## src/rtl/coupling_array_sequencer.sv

```systemverilog
// coupling_array_sequencer: loads one coupling weight per cell of an N x N
// ring-oscillator array, holds the array disabled while it settles, enables
// it for a programmed window, then captures the synchronized phases.
// Optional feature macro: WEIGHT_CLAMP_EN (clamp out-of-range weights, flag err).
// Ports:
//   clk, rst_n         clock, asynchronous active-low reset
//   start, run_cycles  job trigger and oscillation window length
//   wr_valid/wr_ready  weight stream handshake, wr_data = weight of next cell
//   weights            registered weight bus, cell k at [k*WW +: WW]
//   osc_en, osc_phase  oscillator enable out, raw oscillator phases in
//   spins, spins_valid captured phases and one-cycle update pulse
//   busy, err          job in progress, sticky out-of-range weight flag
module coupling_array_sequencer #(
    parameter int N             = 4,
    parameter int NUM_WEIGHTS   = 5,
    parameter int WW            = $clog2(NUM_WEIGHTS),
    parameter int SETTLE_CYCLES = 4
) (
    input  logic              clk,
    input  logic              rst_n,
    input  logic              start,
    input  logic [15:0]       run_cycles,
    input  logic              wr_valid,
    input  logic [WW-1:0]     wr_data,
    output logic              wr_ready,
    output logic [N*N*WW-1:0] weights,
    output logic              osc_en,
    input  logic [N-1:0]      osc_phase,
    output logic [N-1:0]      spins,
    output logic              spins_valid,
    output logic              busy,
    output logic              err
);

    localparam int CELLS = N * N;
    localparam int CW    = (CELLS > 1) ? $clog2(CELLS) : 1;

    typedef enum logic [2:0] {
        S_IDLE,
        S_LOAD,
        S_SETTLE,
        S_RUN,
        S_SYNC,
        S_DONE
    } state_t;

    state_t         r_state;
    state_t         w_next;
    logic [CW-1:0]  r_cnt;
    logic [15:0]    r_tmr;
    logic [15:0]    r_run_len;
    logic [WW-1:0]  r_w [CELLS];
    logic [N-1:0]   r_sync1;
    logic [N-1:0]   r_sync2;
    logic [N-1:0]   r_spins;
    logic           r_spins_valid;
    logic [WW-1:0]  w_wdata;
    logic           w_hs;
    logic           w_last;
    logic           w_tmr_zero;
    logic           w_accept;

    assign w_accept   = (r_state == S_IDLE) && start;
    assign w_hs       = wr_valid && (r_state == S_LOAD);
    assign w_last     = (r_cnt == CW'(CELLS - 1));
    assign w_tmr_zero = (r_tmr == 16'd0);

    // Outputs decode straight from the state register so that an
    // asynchronous reset drops osc_en without waiting for a clock edge.
    assign wr_ready    = (r_state == S_LOAD);
    assign osc_en      = (r_state == S_RUN);
    assign busy        = (r_state != S_IDLE);
    assign spins       = r_spins;
    assign spins_valid = r_spins_valid;

`ifdef WEIGHT_CLAMP_EN
    logic w_oor;
    logic r_err;

    assign w_oor   = (int'(wr_data) >= NUM_WEIGHTS);
    assign w_wdata = w_oor ? WW'(NUM_WEIGHTS - 1) : wr_data;
    assign err     = r_err;

    always_ff @(posedge clk or negedge rst_n) begin
        if (!rst_n) begin
            r_err <= 1'b0;
        end else if (w_accept) begin
            r_err <= 1'b0;
        end else if (w_hs && w_oor) begin
            r_err <= 1'b1;
        end
    end
`else
    assign w_wdata = wr_data;
    assign err     = 1'b0;
`endif

    always_ff @(posedge clk or negedge rst_n) begin
        if (!rst_n) begin
            r_state <= S_IDLE;
        end else begin
            r_state <= w_next;
        end
    end

    always_comb begin
        w_next = r_state;
        unique case (r_state)
            S_IDLE:   if (start) w_next = S_LOAD;
            S_LOAD:   if (w_hs && w_last) w_next = S_SETTLE;
            S_SETTLE: if (w_tmr_zero) w_next = S_RUN;
            S_RUN:    if (w_tmr_zero) w_next = S_SYNC;
            S_SYNC:   if (w_tmr_zero) w_next = S_DONE;
            S_DONE:   w_next = S_IDLE;
            default:  w_next = S_IDLE;
        endcase
    end

    // r_tmr holds "cycles left in this state minus one", reloaded on
    // every transition into a timed state.
    always_ff @(posedge clk or negedge rst_n) begin
        if (!rst_n) begin
            r_cnt         <= '0;
            r_tmr         <= '0;
            r_run_len     <= 16'd1;
            r_spins       <= '0;
            r_spins_valid <= 1'b0;
            for (int k = 0; k < CELLS; k++) begin
                r_w[k] <= '0;
            end
        end else begin
            r_spins_valid <= 1'b0;
            unique case (r_state)
                S_IDLE: begin
                    if (start) begin
                        r_cnt     <= '0;
                        r_run_len <= (run_cycles == 16'd0) ? 16'd1 : run_cycles;
                    end
                end
                S_LOAD: begin
                    if (w_hs) begin
                        r_w[r_cnt] <= w_wdata;
                        r_cnt      <= r_cnt + 1'b1;
                        if (w_last) r_tmr <= 16'(SETTLE_CYCLES - 1);
                    end
                end
                S_SETTLE: r_tmr <= w_tmr_zero ? r_run_len - 16'd1 : r_tmr - 16'd1;
                S_RUN:    r_tmr <= w_tmr_zero ? 16'd1 : r_tmr - 16'd1;
                S_SYNC: begin
                    if (w_tmr_zero) begin
                        r_spins       <= r_sync2;
                        r_spins_valid <= 1'b1;
                    end else begin
                        r_tmr <= r_tmr - 16'd1;
                    end
                end
                default: ;
            endcase
        end
    end

    // Free-running 2-flop synchronizer for the asynchronous phases.
    always_ff @(posedge clk or negedge rst_n) begin
        if (!rst_n) begin
            r_sync1 <= '0;
            r_sync2 <= '0;
        end else begin
            r_sync1 <= osc_phase;
            r_sync2 <= r_sync1;
        end
    end

    always_comb begin
        weights = '0;
        for (int k = 0; k < CELLS; k++) begin
            weights[k*WW +: WW] = r_w[k];
        end
    end

endmodule

```

## config.mk

```make
export PLATFORM = sky130hd
export DESIGN_NAME = coupling_array_sequencer
export DESIGN_NICKNAME = d
export VERILOG_FILES = /design/src/rtl/coupling_array_sequencer.sv
export SDC_FILE = /design/constraint.sdc
export NUM_CORES = 1
export LEC_CHECK = 0
export ABC_CLOCK_PERIOD_IN_PS = 2100
export CAP_MARGIN = 20
export CORE_AREA = 2 2 73 145
export CTS_BUF_LIST = sky130_fd_sc_hd__clkbuf_16
export CTS_CLUSTER_DIAMETER = 30
export DETAILED_ROUTE_END_ITERATION = 8
export DIE_AREA = 0 0 75 147
export GPL_TIMING_DRIVEN = 0
export HOLD_SLACK_MARGIN = 0.12
export PLACE_DENSITY = 0.81
export RECOVER_POWER = 25
export REMOVE_ABC_BUFFERS = 1
export SLEW_MARGIN = 0
export SYNTH_ARGS = -nofsm -noshare
export SYNTH_HDL_FRONTEND = slang
export SYNTH_SLANG_ARGS = --single-unit
```

## constraint.sdc

```tcl
create_clock -name clk -period 2.1 [get_ports clk]
set_clock_uncertainty 0.2 [all_clocks]
set_input_delay 0.21 -clock clk [delete_from_list [all_inputs] [get_ports clk]]
set_output_delay 0.21 -clock clk [all_outputs]
set_load 0.01 [all_outputs]
```

==> results.toml <==
[global_routing]
antenna_found_initial = 0
grt_pass1_vias = 3742
grt_max_degree = 57
grt_usage_pct = 20.8
grt_pass1_wl_um = 17900
grt_overflow = 0

[synth]
ys_types = 53
synth.top_cell.area_share_pct = 52.7
netlist_area_um2 = 4700
synth.area.top_cells = "dfrtp_1 53%, mux2_2 8.1%, mux2_1 6.7%"
synth_edf_count = 0
synthCells = 420
synth_top_area_cell = "dfrtp_1"
ys_seq_area_share_pct = 53.3
ys_ff_latch = 100
synth.avg_cell_area_um2 = 11.2
ys.warnings.count = 0
async_flop_share_pct = 100
ys.flop_type = "dfrtp_1"

[cells_and_area]
final_util_pct = 64.7
seq_area_um2 = 2510
fin_area_um2 = 6440
fill_cells = 794
finalNonFillerCells = 675
drive_gt1_share_pct = 25.0
antenna_cells = 0
multi_input_area_um2 = 2290
final_nets = 569
area_delta_synth_final_pct = 37.0
final_cell_mix = "92 x dfrtp_1, 74 x clkdlybuf4s50_1, 42 x nand2_1, 34 x mux2_2, 29 x nor2_1"
final_common_cell = "dfrtp_1"

[sta]
holdWs_ps = 150
tns_ps = -724
rsz0062_at_grt = "true"
max-slew-margin-rel_pct = 27.3
setup_viol = 15
fmax_mhz = 457
slew_viol_final = 0
min_period_ps = 2190
post-route-period-util_pct = 104
finalHoldViolCount = 0
timing.final.ws_setup_ps = -89.4
tightest_slew_ps = 1090

[min_path]
hp-class = "reg -> reg"
hold_path_startpoint = "r_sync1[1]"
holdPathStages = 0
hold_end = "r_sync2[1]"

[place]
place_area_um2 = 5650
portBuffers = 82
dpl.hpwl_um = 7010
gp_congestion = 0.860
dp_slack_ps = -587
dpl.cell_count = 624

[power_and_ir_drop]
p_per_area_nw_per_um2 = 1400
peakVddDrop_mv = 0.806
report.power.total_mw = 9.00
power.leakage_nw = 2.82

[routing]
vias = 3636
wire_per_inst_um = 16.3
route.detailed.drc = 0
postRouteAntennaNets = 0
wirelength_um = 11000
drt-vias-per-instance = 5.39
dr.pass1.iters = 4
drtIter0Drc = 255

[setup_path]
crit_path_start = "r_tmr[0]"
cp_slowest_cell = "dfrtp_1"
max_stage_delay_ps = 410
r2r-end = "r_tmr[0]"
critPathMaxFanout = 12
cp.arrival_ps = 2220
r2r-start = "r_tmr[0]"
startpoint_type = "flip-flop"
cp_num_buf_inv = 3
critical_path_class = "reg -> reg"
crit_chain = "inv_2, ha_2, nor3b_4, nand4_4, buf_12, nor3_4, buf_12, nand2_1, o21ai_1, a21oi_1"
cp.required_ps = 2130
r2r_slack_ps = -90
worstRegToRegCells = 10
setup.worst_path.end_class = "flip-flop"
crit_family = "simple AND/OR/NAND/NOR gates"
cp_common_cell = "buf_12"

[die]
initial_core_util_pct = 47.2
core_um2 = 9950
dieArea_um2 = 11000
die_width_um = 75
rows = 52
die_y_um = 147
pin_count = 84

[clock_tree]
cts_max_level = 3
clkSinkCount = 100
root_buffer = "clkbuf_16"
numCtsBuffers = 9
clkLatencyLatePin_ps = 340
cts_tree = "done"
clock_path_buffers = 2
clk_pin_slew_ps = 70

[status]
violations = "setup timing"
status = "complete, but fails checks"

[job]
cap_violations = 0
## cell families after synthesis
family          count (synthesis)  share of synthesized area [%]
buf+inv                        24                           2.24
simple gates                  148                           17.0
xor+xnor                       18                           3.35
other cells                     1                         0.0798
compound gates                 59                           7.16
mux                            63                           15.1
fa+ha+maj                       7                           1.86
flops                         100                           53.3
## worst max path at each step
| stage | to | slack, ps | depth (start not counted) |
|---|---|---|---|
| floorplan | r_run_len[15] | -390 | 3 |
| global placement | weights[32] | -3020 | 1 |
| detailed placement | r_tmr[10] | -590 | 8 |
| CTS | r_tmr[15] | -60 | 6 |
| global route | r_tmr[12] | -230 | 8 |
| finish | r_tmr[0] | -90 | 10 |
## power breakdown
| part | internal (mW) | switching [mW] | leakage (nW) | total [mW] |
|---|---|---|---|---|
| Combinational | 2.20 | 1.86 | 1.43 | 4.05 |
| Sequential | 2.67 | 0.658 | 1.26 | 3.33 |
| Clock | 0.917 | 0.700 | 0.139 | 1.62 |
| Total | 5.78 | 3.21 | 2.82 | 9.00 |
## registers in the layout, summed over array words and instances, names as in the netlist
signal and count:
r_cnt 4, r_run_len 16, r_state 3, r_sync1 4, r_sync2 4, r_tmr 16
spins 4, spins_valid 1, weights 48
## final cells by class
type | count | area share [%]
multi-input combinational | 297 | 35.6
clock buffer | 9 | 3.50
timing repair buffer | 117 | 17.7
clock inverter | 7 | 1.03
sequential | 100 | 39.0
tap | 135 | 2.62
inverter | 10 | 0.583
## metal layers
metal	vias to the layer above	GRT usage, %	wire [µm]
met4	0	8.75	192
met5	-	0	0
met3	17	4.53	614
li1	1702	-	-
met1	1793	26.6	4550
met2	124	33.3	5670
## cells in the mapped netlist (3+ instances only)
cell and instances:
mux2_1 28, xor2_1 14, o21ai_1 22, nand3_1 5, and2_1 6, nor4_1 7, buf_2 6, xnor2_1 4
nand2_1 46, o21ai_0 5, mux2_2 34, inv_1 10, nand4_1 3, clkbuf_1 6, nand3b_1 3, dfrtp_1 99
nor2_1 35, a21oi_1 18, ha_1 7, nor3_1 16, nor3b_1 5
## timing repair
action / CTS / global route
resized for setup: 35 / 21
endpoints found under the hold margin: 45 / 0
pin swaps: 10 / 6
setup buffers: 24 / 8
hold buffers: 2 / 0
endpoints found under the setup margin: 88 / 81
gates cloned: 0 / 1
Note: power is estimated with default switching activity, not from simulation.
